`src/rtl/pipe_pkg.sv`:
```
// rtl/pipe_pkg.sv - shared types and constants for the pipe_stage_reg slice
package pipe_pkg;
  localparam int DATA_W_DEF = 32;
  localparam int CTRL_W_DEF = 7;
  localparam int CNT_W      = 32;

  typedef logic [1:0] occ_t;

  function automatic occ_t occ_of(input logic main_v, input logic skid_v);
    return occ_t'({1'b0, main_v}) + occ_t'({1'b0, skid_v});
  endfunction
endpackage

```
`src/rtl/pipe_stage_reg_if.sv`:
```
// rtl/pipe_stage_reg_if.sv - upstream/downstream valid-ready bundle for pipe_stage_reg
interface pipe_stage_reg_if
  import pipe_pkg::*;
#(
  parameter int DATA_W = DATA_W_DEF,
  parameter int CTRL_W = CTRL_W_DEF
) ();
  logic              up_valid;
  logic              up_ready;
  logic [DATA_W-1:0] up_data;
  logic [CTRL_W-1:0] up_ctrl;
  logic              dn_valid;
  logic              dn_ready;
  logic [DATA_W-1:0] dn_data;
  logic [CTRL_W-1:0] dn_ctrl;

  modport slave (
    input  up_valid, up_data, up_ctrl, dn_ready,
    output up_ready, dn_valid, dn_data, dn_ctrl
  );

  modport master (
    output up_valid, up_data, up_ctrl, dn_ready,
    input  up_ready, dn_valid, dn_data, dn_ctrl
  );
endinterface

```
`src/rtl/pipe_slot.sv`:
```
// rtl/pipe_slot.sv - one pipeline holding slot: valid bit plus payload/control register
module pipe_slot #(
  parameter int DATA_W = 32,
  parameter int CTRL_W = 7
) (
  input  logic              clock,
  input  logic              reset,
  input  logic              load,
  input  logic              clear,
  input  logic [DATA_W-1:0] in_data,
  input  logic [CTRL_W-1:0] in_ctrl,
  output logic              valid,
  output logic [DATA_W-1:0] data,
  output logic [CTRL_W-1:0] ctrl
);
  // Clear kills the control flags but keeps the payload, so a bubble never carries write enables.
  always_ff @(posedge clock) begin
    if (!reset) begin
      valid <= 1'b0;
      data  <= '0;
      ctrl  <= '0;
    end else if (clear) begin
      valid <= 1'b0;
      ctrl  <= '0;
    end else if (load) begin
      valid <= 1'b1;
      data  <= in_data;
      ctrl  <= in_ctrl;
    end
  end
endmodule

```
`src/rtl/pipe_stage_reg.sv`:
```
// rtl/pipe_stage_reg.sv - skid-buffered pipeline stage register; PIPE_STAGE_PERF_CNT_EN enables bubble counter
module pipe_stage_reg
  import pipe_pkg::*;
#(
  parameter int DATA_W = DATA_W_DEF,
  parameter int CTRL_W = CTRL_W_DEF
) (
  input  logic                 clock,
  input  logic                 reset,
  input  logic                 flush,
  pipe_stage_reg_if.slave      bus,
  output occ_t                 occupancy,
  output logic [CNT_W-1:0]     bubble_count
);
  logic              main_v, skid_v;
  logic [DATA_W-1:0] main_data, skid_data;
  logic [CTRL_W-1:0] main_ctrl, skid_ctrl;
  logic              accept, main_adv;
  logic              main_load, main_clear, skid_load, skid_clear;
  logic [DATA_W-1:0] main_in_data;
  logic [CTRL_W-1:0] main_in_ctrl;

  // up_ready comes straight from the skid flop, keeping dn_ready off the upstream path.
  assign bus.up_ready = ~skid_v;
  assign accept       = bus.up_valid & ~skid_v;
  assign main_adv     = bus.dn_ready | ~main_v;

  always_comb begin
    main_load    = 1'b0;
    main_clear   = 1'b0;
    skid_load    = 1'b0;
    skid_clear   = 1'b0;
    main_in_data = bus.up_data;
    main_in_ctrl = bus.up_ctrl;
    if (flush) begin
      main_clear = 1'b1;
      skid_clear = 1'b1;
    end else if (main_adv) begin
      if (skid_v) begin
        main_load    = 1'b1;
        skid_clear   = 1'b1;
        main_in_data = skid_data;
        main_in_ctrl = skid_ctrl;
      end else if (accept) begin
        main_load = 1'b1;
      end else begin
        main_clear = 1'b1;
      end
    end else if (accept) begin
      skid_load = 1'b1;
    end
  end

  pipe_slot #(.DATA_W(DATA_W), .CTRL_W(CTRL_W)) u_main (
    .clock(clock), .reset(reset), .load(main_load), .clear(main_clear),
    .in_data(main_in_data), .in_ctrl(main_in_ctrl),
    .valid(main_v), .data(main_data), .ctrl(main_ctrl)
  );

  pipe_slot #(.DATA_W(DATA_W), .CTRL_W(CTRL_W)) u_skid (
    .clock(clock), .reset(reset), .load(skid_load), .clear(skid_clear),
    .in_data(bus.up_data), .in_ctrl(bus.up_ctrl),
    .valid(skid_v), .data(skid_data), .ctrl(skid_ctrl)
  );

  assign bus.dn_valid = main_v;
  assign bus.dn_data  = main_data;
  assign bus.dn_ctrl  = main_ctrl;
  assign occupancy    = occ_of(main_v, skid_v);

`ifdef PIPE_STAGE_PERF_CNT_EN
  logic [CNT_W-1:0] bubble_q;

  always_ff @(posedge clock) begin
    if (!reset) begin
      bubble_q <= '0;
    end else if (bus.dn_ready && !main_v && (bubble_q != {CNT_W{1'b1}})) begin
      bubble_q <= bubble_q + 1'b1;
    end
  end

  assign bubble_count = bubble_q;
`else
  assign bubble_count = '0;
`endif
endmodule

```
`src/flat_wrapper.sv`:
```
// flat-port wrapper written by rule: the top's interface ports become plain ports
module pipe_stage_reg_flat import pipe_pkg::*;
#(
  parameter int DATA_W = DATA_W_DEF,
  parameter int CTRL_W = CTRL_W_DEF
)
  (clock, reset, flush, occupancy, bubble_count, bus_up_valid, bus_up_data, bus_up_ctrl, bus_dn_ready, bus_up_ready, bus_dn_valid, bus_dn_data, bus_dn_ctrl);
  pipe_stage_reg_if #(.DATA_W(DATA_W), .CTRL_W(CTRL_W)) bus_i ();
  input  logic clock;
  input  logic reset;
  input  logic flush;
  output occ_t occupancy;
  output logic [CNT_W-1:0] bubble_count;
  input wire logic [$bits(bus_i.up_valid)-1:0] bus_up_valid;
  input wire logic [$bits(bus_i.up_data)-1:0] bus_up_data;
  input wire logic [$bits(bus_i.up_ctrl)-1:0] bus_up_ctrl;
  input wire logic [$bits(bus_i.dn_ready)-1:0] bus_dn_ready;
  output wire logic [$bits(bus_i.up_ready)-1:0] bus_up_ready;
  output wire logic [$bits(bus_i.dn_valid)-1:0] bus_dn_valid;
  output wire logic [$bits(bus_i.dn_data)-1:0] bus_dn_data;
  output wire logic [$bits(bus_i.dn_ctrl)-1:0] bus_dn_ctrl;
  assign bus_i.up_valid = bus_up_valid;
  assign bus_i.up_data = bus_up_data;
  assign bus_i.up_ctrl = bus_up_ctrl;
  assign bus_i.dn_ready = bus_dn_ready;
  assign bus_up_ready = bus_i.up_ready;
  assign bus_dn_valid = bus_i.dn_valid;
  assign bus_dn_data = bus_i.dn_data;
  assign bus_dn_ctrl = bus_i.dn_ctrl;
  pipe_stage_reg #(.DATA_W(DATA_W), .CTRL_W(CTRL_W)) u_core (.clock(clock), .reset(reset), .flush(flush), .bus(bus_i), .occupancy(occupancy), .bubble_count(bubble_count));
endmodule
```
`config.mk`:
```
export PLATFORM = sky130hd
export DESIGN_NAME = pipe_stage_reg_flat
export DESIGN_NICKNAME = d
export VERILOG_FILES = /design/src/rtl/pipe_pkg.sv /design/src/rtl/pipe_stage_reg_if.sv /design/src/rtl/pipe_slot.sv /design/src/rtl/pipe_stage_reg.sv /design/src/flat_wrapper.sv
export SDC_FILE = /design/constraint.sdc
export NUM_CORES = 1
export LEC_CHECK = 0
export BUFFER_PORTS_ARGS = -buffer_cell sky130_fd_sc_hd__buf_2
export CORE_ASPECT_RATIO = 0.9
export CORE_MARGIN = 2
export CORE_UTILIZATION = 35
export CTS_CLUSTER_DIAMETER = 200
export CTS_CLUSTER_SIZE = 40
export DETAILED_ROUTE_END_ITERATION = 8
export RECOVER_POWER = 50
export SLEW_MARGIN = 20
export SYNTH_ARGS = -nofsm -noshare
export SYNTH_HDL_FRONTEND = slang
export SYNTH_SLANG_ARGS = --single-unit
export TNS_END_PERCENT = 10
```
`constraint.sdc`:
```
create_clock -name clock -period 2.7 [get_ports clock]
set_input_delay 0.27 -clock clock [delete_from_list [all_inputs] [get_ports clock]]
set_output_delay 0.27 -clock clock [all_outputs]
set_load 0.02 [all_outputs]
```
==> results of run 1 <==
routing by layer:
layer,share of wire,vias up,track usage
li1,-,1576,-
met1,0.48,1464,0.230
met2,0.46,121,0.258
met3,0.052,9,0.0397
met4,0.0099,0,0.0465
met5,0,-,0
cell usage in the layout, fill, tap and decap left out, drive strengths merged, types with 2 or more instances in the layout:
master	netlist	final
a22o	7	7
nand2	33	33
bufinv	0	3
o311ai	31	31
dfxtp	80	80
nor3	2	2
buf	42	50
nand2b	33	33
inv	2	2
nand3	7	7
a2bb2oi	39	39
conb	1	32
a21oi	9	9
nor2	11	11
o21ai	40	40
clkbuf	32	55
nand4	32	32
cell usage after synthesis, drive strengths merged (7+ instances only):
| master | count | area (um^2) |
|---|---|---|
| dfxtp | 80 | 1600 |
| buf | 42 | 290 |
| o21ai | 40 | 200 |
| a2bb2oi | 39 | 342 |
| nand2 | 33 | 124 |
| nand2b | 33 | 206 |
| clkbuf | 32 | 120 |
| nand4 | 32 | 200 |
| o311ai | 31 | 272 |
| nor2 | 11 | 48.8 |
| a21oi | 9 | 45.0 |
| a22o | 7 | 61.3 |
| nand3 | 7 | 35.0 |
cell families (layout without fill, tap and decap cells):
| kind of cell | after synthesis | in the layout |
|---|---|---|
| AOI/OAI and AO/OA | 128 | 128 |
| buffers and inverters | 76 | 111 |
| DFF | 80 | 80 |
| adders and majority gates | 1 | 1 |
| and+or+nand+nor | 122 | 122 |
| other | 1 | 32 |
path summary, 6_finish.rpt:
check / slack (ns) / cells past startpoint / endpoint
max: 0.55 / 6 / u_core.u_main.data[8]
min: 0.20 / 3 / u_core.u_skid.data[20]
max reg2reg: 0.58 / 4 / u_core.u_skid.data[25]
min reg2reg: 0.45 / 2 / u_core.u_skid.data[30]
state kept, by name, summed over array words and instances, names as in the netlist:
| register | count |
|---|---|
| u_core.u_main.valid | 1 |
| u_core.u_skid.ctrl | 7 |
| u_core.u_main.ctrl | 7 |
| u_core.u_skid.valid | 1 |
| u_core.u_main.data | 32 |
| u_core.u_skid.data | 32 |
stage by stage:
step	power [mW]	instances	instance area (um^2)	setup slack, ns
floorplan	1.58	439	3760	1.15
global placement	1.68	589	4020	0.699
detailed placement	1.68	589	4020	0.641
CTS	3.02	603	4350	0.644
global route	3.11	603	4280	0.375
finish	2.98	603	4280	0.548
worst max-delay path: cells and delay by family:
family | cells | cell delay, ns
buf+inv | 3 | 1.52
compound gates | 1 | 0.20
simple gates | 2 | 0.39
layout make-up:
cell class / count / area share
Timing Repair Buffer: 95 / 0.103
Inverter: 2 / 0.00175
Clock inverter: 4 / 0.0222
Clock buffer: 10 / 0.0535
Sequential cell: 80 / 0.374
Multi-Input combinational cell: 283 / 0.408
Tap cell: 129 / 0.0377
where the power goes:
| group | internal, mW | switching (mW) |
|---|---|---|
| clock network | 0.891 | 0.446 |
| registers | 1.24 | 0.0318 |
| logic | 0.120 | 0.249 |
| total | 2.25 | 0.726 |
==> impl_metrics.yaml, run 1 <==
setup_path:
  reg2reg_from: "u_core.u_main.valid"
  end_kind: "flip-flop"
  timing.critical_path.slowest_cell_delay_ns: 0.80
  cells_traversed_along_the_worst_timing_path: "clkbuf_1, clkbuf_2, nor2_1, nor3_2, clkbuf_2, a2bb2oi_1"
  critical_path.most_common_cell: "sky130_fd_sc_hd__clkbuf_2"
  worst-endpoint-required_ns: 2.95
  cp-startpoint: "bus_up_valid"
  cp_data_arrival_time_ns: 2.40
  timing_worst_setup_path_type: "in -> reg"
  critPathMaxFanout: 49
  cpMaxStageDelayCell: "sky130_fd_sc_hd__clkbuf_2"
  crit_path_start_kind: "input pin"
logic_synthesis:
  synth-adder-area-share: 0.00344
  synth_top_family_by_area: "compound AO/OA/AOI/OAI gates"
  avgSynthCellArea_um2: 8.92
  synthesized_area_fraction_occupied_by_ao_oa_aoi_and_oai_cells: 0.257
  synth-xor-area-share: 0
  post_synth_inst_count: 408
  synth.cell_area_um2: 3640
  ys_dominant_reg_cell: "sky130_fd_sc_hd__dfxtp_1"
  synth.distinct_cells: 29
  synth_simple_gate_area_share: 0.183
  seq_area_frac_synth: 0.440
  postSynthRegisterBits: 80
  synth.mux.area_fraction: 0
  synth_async_sr_flop_share: 0
  synthesis.yosys.warnings: 0
  synth_edf_count: 0
sta:
  hold_ws_ns: 0.195
  setup-violations-final: 0
  finalSetupTns_ns: 0
  tightest_slew_ns: 1.17
  relSlewSlack: 0.215
  grt_setup_unrepaired: "false"
  final_hold_viol_count: 0
  achievable-frequency_mhz: 465
  finalWorstPathRequiredPeriod_ns: 2.15
  drv_slew: 0
  fin_skew_ns: 0.00410
  timing.final.crit_share: 0.797
clock_network:
  tritoncts_num_sinks: 80
  cts_tree: "done"
  cts_hold_buf: 0
  tritoncts.num_buffers: 9
  clock_insertion_delay_worst_skew_ns: 0.32
  clock_tree.htree_level_count: 3
  clk_transition_reported_paths_ns: 0.06
  clockBufferDepth: 2
  clock-root-buffer: "sky130_fd_sc_hd__clkbuf_16"
  number_of_gates_resized_after_cts: 0
  post_cts.repair.setup_buffers: 0
floorplan:
  initial_standard_cell_utilization_of_the_core: 0.357
  fp.dieH_um: 101
  core_region_area_um2: 10200
  io_pins: 119
  die-width_um: 111
  design.die.area_um2: 11200
  placement_rows: 35
detailed_routing:
  vias: 3170
  avgViaCountPerCell: 5.26
  drt.antenna.violating_nets: 0
  postRouteWirelength_mm: 9.24
  drcViolationCount: 0
  detail_route.iter0.violations: 132
  average_wire_per_standard_cell_um: 15.3
  detailedRoute.firstPassIterationCount: 5
cells_and_area:
  filler_cell_count: 1050
  post-route-util: 0.419
  flow.area_growth_from_synthesis_pct: 17.6
  multiInputGateArea_um2: 1750
  antenna-diode-count: 0
  layout-drive-gt1-share: 0.152
  register_area_um2: 1600
  layout.nets: 516
grt:
  grt_pass1_wl_mm: 15.0
  via_count_of_the_first_global_routing_pass: 2890
  antenna_found_initial: 0
  track_usage: 0.165
  grt_overflow_total: 0
  grt_start_max_net_pins: 71
power_and_ir_drop:
  power_per_cell_area_nw_per_um2: 696
  max-vdd-ir-drop_mv: 0.336
  power.leakage_nw: 1.56
placement:
  detailed_place_hpwl_mm: 5.97
  gp_congestion: 0.737
  place.port_buffers: 86
job:
  max_cap_violations: 0
worst_hold_path:
  hold_start: "bus_up_data[20]"
  min-delay-path-class: "in -> reg"
status:
  status: "finished, final reports clean"
Note: power is estimated with default switching activity, not from simulation.
==> inputs of run 2 (changes only) <==
- clock period: 2.7 -> 2.25 ns (I/O delays scaled with it)
==> impl_metrics.yaml, run 2 (same netlist as run 1, synthesis figures left out) <==
job:
  max_cap_violations: 0
cells_and_area:
  regs_by_ff_count: "u_core.u_main.data (32), u_core.u_skid.data (32)"
  layout_commonest_cell: "sky130_fd_sc_hd__dfxtp_1"
  multiInputGateArea_um2: 1750
  post-route-util: 0.418
  layout.nets: 516
  layout-drive-gt1-share: 0.162
  register_area_um2: 1600
  antenna-diode-count: 0
  flow.area_growth_from_synthesis_pct: 17.1
  filler_cell_count: 1047
  most-common-layout-cells: "80 x sky130_fd_sc_hd__dfxtp_1, 45 x sky130_fd_sc_hd__buf_2, 41 x sky130_fd_sc_hd__clkbuf_1, 39 x sky130_fd_sc_hd__a2bb2oi_1, 34 x sky130_fd_sc_hd__o21ai_0"
clock_network:
  clock_insertion_delay_worst_skew_ns: 0.33
  clk_transition_reported_paths_ns: 0.06
  clock_tree.htree_level_count: 3
  number_of_gates_resized_after_cts: 0
  tritoncts.num_buffers: 9
  cts_hold_buf: 0
  post_cts.repair.setup_buffers: 0
  clock-root-buffer: "sky130_fd_sc_hd__clkbuf_16"
  cts_tree: "done"
  tritoncts_num_sinks: 80
  clockBufferDepth: 2
setup_path:
  worst-endpoint-required_ns: 2.50
  cp_data_arrival_time_ns: 2.10
  ff2ff_path_depth: 5
  timing_worst_setup_path_type: "reg -> reg"
  crit_path_start_kind: "flip-flop"
  end_kind: "flip-flop"
  critPathMaxFanout: 32
sta:
  tightest_slew_ns: 0.726
  relSlewSlack: 0.516
  hold_ws_ns: 0.143
  final_hold_viol_count: 0
  grt_setup_unrepaired: "false"
  finalWorstPathRequiredPeriod_ns: 1.85
  timing.final.crit_share: 0.824
  fin_skew_ns: 0.00464
  drv_slew: 0
  achievable-frequency_mhz: 539
  finalSetupTns_ns: 0
  setup-violations-final: 0
power_and_ir_drop:
  netSwitchingPower_uw: 895
  power.leakage_nw: 1.54
  clock_power_share: 0.415
  comb_power_share: 0.132
  switching_share: 0.266
  pwr-share-seq: 0.454
  power_per_cell_area_nw_per_um2: 789
  intPower_mw: 2.47
  max-vdd-ir-drop_mv: 0.450
detailed_routing:
  drcViolationCount: 0
  detailedRoute.firstPassIterationCount: 4
  vias: 3223
  avgViaCountPerCell: 5.33
  detail_route.iter0.violations: 125
  average_wire_per_standard_cell_um: 15.2
  postRouteWirelength_mm: 9.19
  drt.antenna.violating_nets: 0
status:
  status: "finished, final reports clean"
grt:
  grt_start_max_net_pins: 50
  grt_overflow_total: 0
  grt_pass1_wl_mm: 15.0
  track_usage: 0.164
  antenna_found_initial: 0
  via_count_of_the_first_global_routing_pass: 2985
worst_hold_path:
  min-delay-path-class: "in -> reg"
  whs_path_depth: 3
placement:
  place.port_buffers: 86
  gp_congestion: 0.765
  detailed_place_hpwl_mm: 5.77
floorplan:
  die-width_um: 111
  fp.dieH_um: 101
  io_pins: 119
  core_region_area_um2: 10200
  initial_standard_cell_utilization_of_the_core: 0.357
  placement_rows: 35
  design.die.area_um2: 11200
==> run 2: cell types whose count changed in the layout (fill, tap and decap cells not counted), sizes merged <==
cell | previous run | this run
buf | 50 | 53
clkinvlp | 0 | 3
clkbuf | 55 | 54
bufinv | 3 | 0
==> run 2: power groups by stage <==
| stage | clock network (mW) | registers (mW) | logic [mW] |
|---|---|---|---|
| 4_1_cts | 1.43 | 1.52 | 0.462 |
| 3_3_place_gp | 0 | 1.55 | 0.456 |
| 5_1_grt | 1.50 | 1.53 | 0.480 |
| 6_report | 1.39 | 1.53 | 0.442 |
| 3_5_place_dp | 0 | 1.55 | 0.460 |
| 2_1_floorplan | 0 | 1.63 | 0.265 |
==> run 2: cell type report <==
type / count / area share
clock inverter: 4 / 0.00646
tap: 129 / 0.0379
clock buffer: 12 / 0.0625
inverter: 2 / 0.00176
timing repair buffer: 95 / 0.104
sequential: 80 / 0.376
multi-input combinational: 283 / 0.412
==> run 2: worst paths after layout <==
| kind | slack (ns) | endpoint | from |
|---|---|---|---|
| setup / recovery | 0.40 | u_core.u_main.data[28] | u_core.u_skid.valid |
| hold reg to reg | 0.45 | u_core.u_skid.data[26] | u_core.u_skid.data[26] |
| hold / removal | 0.14 | u_core.u_skid.data[21] | bus_up_data[21] |
| setup reg to reg | 0.40 | u_core.u_main.data[28] | u_core.u_skid.valid |
==> run 2: routing by layer <==
layer | share of wire | vias up | GRT usage
met4 | 0.0085 | 0 | 0.0456
met1 | 0.46 | 1513 | 0.213
met2 | 0.47 | 122 | 0.267
li1 | - | 1579 | -
met3 | 0.064 | 9 | 0.0481
met5 | 0 | - | 0
==> run 2: stage by stage <==
stage / power [mW] / setup WS (ns) / instance area (um^2) / cells
after floorplan: 1.90 / 0.699 / 3760 / 439
after global placement: 2.01 / 0.495 / 4020 / 589
after detailed placement: 2.01 / 0.448 / 4020 / 589
after CTS: 3.41 / 0.488 / 4320 / 605
after global routing: 3.51 / 0.250 / 4260 / 605
final: 3.36 / 0.395 / 4260 / 605
==> run 2: worst max-delay path: stages, from the launching register on <==
cell,delay (ns)
sky130_fd_sc_hd__dfxtp_1,0.35
sky130_fd_sc_hd__buf_4,0.33
sky130_fd_sc_hd__nor2_1,0.16
sky130_fd_sc_hd__nor3_2,0.13
sky130_fd_sc_hd__clkbuf_2,0.59
sky130_fd_sc_hd__a2bb2oi_1,0.21
==> inputs of run 3 (changes only) <==
- clock period: 2.25 -> 1.6 ns (I/O delays scaled with it)
==> impl_metrics.yaml, run 3 (same netlist as run 1, synthesis figures left out) <==
detailed_routing:
  vias: 3325
  avgViaCountPerCell: 5.40
  detailedRoute.firstPassIterationCount: 4
  met3WireLength_um: 748
  detail_route.iter0.violations: 159
  dr.max_layer_used: "met4"
  sum_of_met2_wire_segment_lengths_after_detailed_routing_mm: 4.59
  drcViolationCount: 0
  drt.antenna.violating_nets: 0
  drt_met1_wl_mm: 4.30
  postRouteWirelength_mm: 9.75
  average_wire_per_standard_cell_um: 15.8
floorplan:
  initial_standard_cell_utilization_of_the_core: 0.357
  design.die.area_um2: 11200
  io_pins: 119
  die-width_um: 111
  core_region_area_um2: 10200
  placement_rows: 35
  fp.dieH_um: 101
sta:
  grt_setup_unrepaired: "true"
  achievable-frequency_mhz: 636
  timing.final.crit_share: 0.983
  relSlewSlack: 0.667
  tightest_slew_ns: 0.496
  final.setup.worst_slack_ns: 0.0275
  setup-violations-final: 0
  finalWorstPathRequiredPeriod_ns: 1.57
  final_hold_viol_count: 0
  drv_slew: 0
  fin_skew_ns: 0.00422
setup_path:
  crit_family: "buffers and inverters"
  timing_worst_setup_path_type: "reg -> out"
  cp_data_arrival_time_ns: 1.41
  worst-endpoint-required_ns: 1.44
  crit_path_start_kind: "flip-flop"
  cp_num_buf_inv: 3
  timing.critical_path.slowest_cell_delay_ns: 0.32
  cells_traversed_along_the_worst_timing_path: "buf_4, buf_16, ha_1, buf_2"
  end_kind: "output port"
  critPathMaxFanout: 15
  cpMaxStageDelayCell: "sky130_fd_sc_hd__dfxtp_2"
power_and_ir_drop:
  netSwitchingPower_mw: 1.28
  power_per_cell_area_nw_per_um2: 1110
  max-vdd-ir-drop_mv: 0.612
  comb_power_share: 0.130
  power.leakage_nw: 1.66
  pwr-share-seq: 0.429
  switching_share: 0.257
  intPower_mw: 3.72
  clock_power_share: 0.442
cells_and_area:
  finished_cell_area_um2: 4500
  filler_cell_count: 999
  layout.nets: 527
  flow.area_growth_from_synthesis_pct: 23.8
  layout_commonest_cell: "sky130_fd_sc_hd__dfxtp_1"
  antenna-diode-count: 0
  regs_by_ff_count: "u_core.u_main.data (32), u_core.u_skid.data (32)"
  most-common-layout-cells: "79 x sky130_fd_sc_hd__dfxtp_1, 46 x sky130_fd_sc_hd__buf_2, 41 x sky130_fd_sc_hd__clkbuf_1, 39 x sky130_fd_sc_hd__a2bb2oi_1, 37 x sky130_fd_sc_hd__o21ai_0"
  layout-drive-gt1-share: 0.183
grt:
  grt_start_max_net_pins: 64
  track_usage: 0.179
  antenna_found_initial: 0
  grt_overflow_total: 0
  via_count_of_the_first_global_routing_pass: 3100
  grt_pass1_wl_mm: 16.1
status:
  status: "finished, final reports clean"
placement:
  preCtsSetupSlack_ns: 0.120
  place.port_buffers: 86
  gp_congestion: 0.758
  detailed_place_hpwl_mm: 5.98
  detailed_place.area_um2: 4150
clock_network:
  clock_tree.htree_level_count: 3
  cts_tree: "done"
  post_cts.repair.setup_buffers: 0
  clock-root-buffer: "sky130_fd_sc_hd__clkbuf_16"
  clockBufferDepth: 2
  clock_insertion_delay_worst_skew_ns: 0.33
  cts_hold_buf: 0
  tritoncts_num_sinks: 80
  clk_transition_reported_paths_ns: 0.06
  tritoncts.num_buffers: 9
job:
  max_cap_violations: 0
worst_hold_path:
  min-delay-path-class: "in -> reg"
-- run 3: changes by cell type in the layout (fill, tap and decap cells not counted), moves of 2 or more --
cell                        change
sky130_fd_sc_hd__buf_12         +4
sky130_fd_sc_hd__clkbuf_8       -2
sky130_fd_sc_hd__buf_6          +2
sky130_fd_sc_hd__bufbuf_16      +2
sky130_fd_sc_hd__o21ai_1        -3
sky130_fd_sc_hd__bufinv_16      +2
sky130_fd_sc_hd__o21ai_0        +3
-- run 3: routing by layer --
layer / up-vias / GRT usage
met5: - / 0
met4: 0 / 0.0608
met3: 10 / 0.0433
li1: 1598 / -
met2: 142 / 0.288
met1: 1575 / 0.236
-- run 3: cell type report --
| type | count | area (um^2) | area share |
|---|---|---|---|
| inverters | 2 | 7.51 | 0.00167 |
| repair buffers | 106 | 653 | 0.145 |
| flip-flops and latches | 80 | 1600 | 0.356 |
| clock inverters | 5 | 80.1 | 0.0178 |
| multi-input cells | 283 | 1760 | 0.390 |
| well taps | 129 | 161 | 0.0358 |
| clock buffers | 11 | 243 | 0.0539 |
-- run 3: path summary, 6_finish.rpt --
check                           endpoint  cells after the start                    from  slack, ns
setup / recovery            occupancy[0]                      4     u_core.u_skid.valid       0.03
hold / removal     u_core.u_skid.data[5]                      3          bus_up_data[5]       0.07
setup reg to reg   u_core.u_main.data[6]                      6     u_core.u_skid.valid       0.11
hold reg to reg   u_core.u_skid.data[31]                      2  u_core.u_skid.data[31]       0.44
-- run 3: worst min-delay path, stage by stage --
cell	delay (ns)
sky130_fd_sc_hd__buf_2	0.08
sky130_fd_sc_hd__nand4_1	0.06
sky130_fd_sc_hd__o21ai_0	0.06
-- run 3: metrics by stage --
step                      setup TNS (ns)  cells  power [mW]  hold slack, ns   util
after floorplan                        0    439        2.67           0.303      -
after global routing             -0.0119    616        5.19          0.0664  0.441
after detailed placement               0    598        2.85           0.409  0.407
after CTS                              0    616        5.08          0.0616  0.446
after global placement                 0    598        2.85           0.402  0.407
final                                  0    616        5.00          0.0732  0.441
-- run 3: power groups by stage --
stage                     clock, mW  combinational (mW)  sequential (mW)
after CTS                      2.27               0.673             2.14
after global placement            0               0.664             2.18
after global routing           2.34               0.701             2.16
after detailed placement          0               0.669             2.18
after floorplan                   0               0.373             2.29
final                          2.21               0.648             2.14
-- run 3: timing repair --
item	4_1_cts	5_1_grt
gates resized for setup	1	3
cloned	2	0
setup endpoints to repair	1	17
pin swaps	0	0
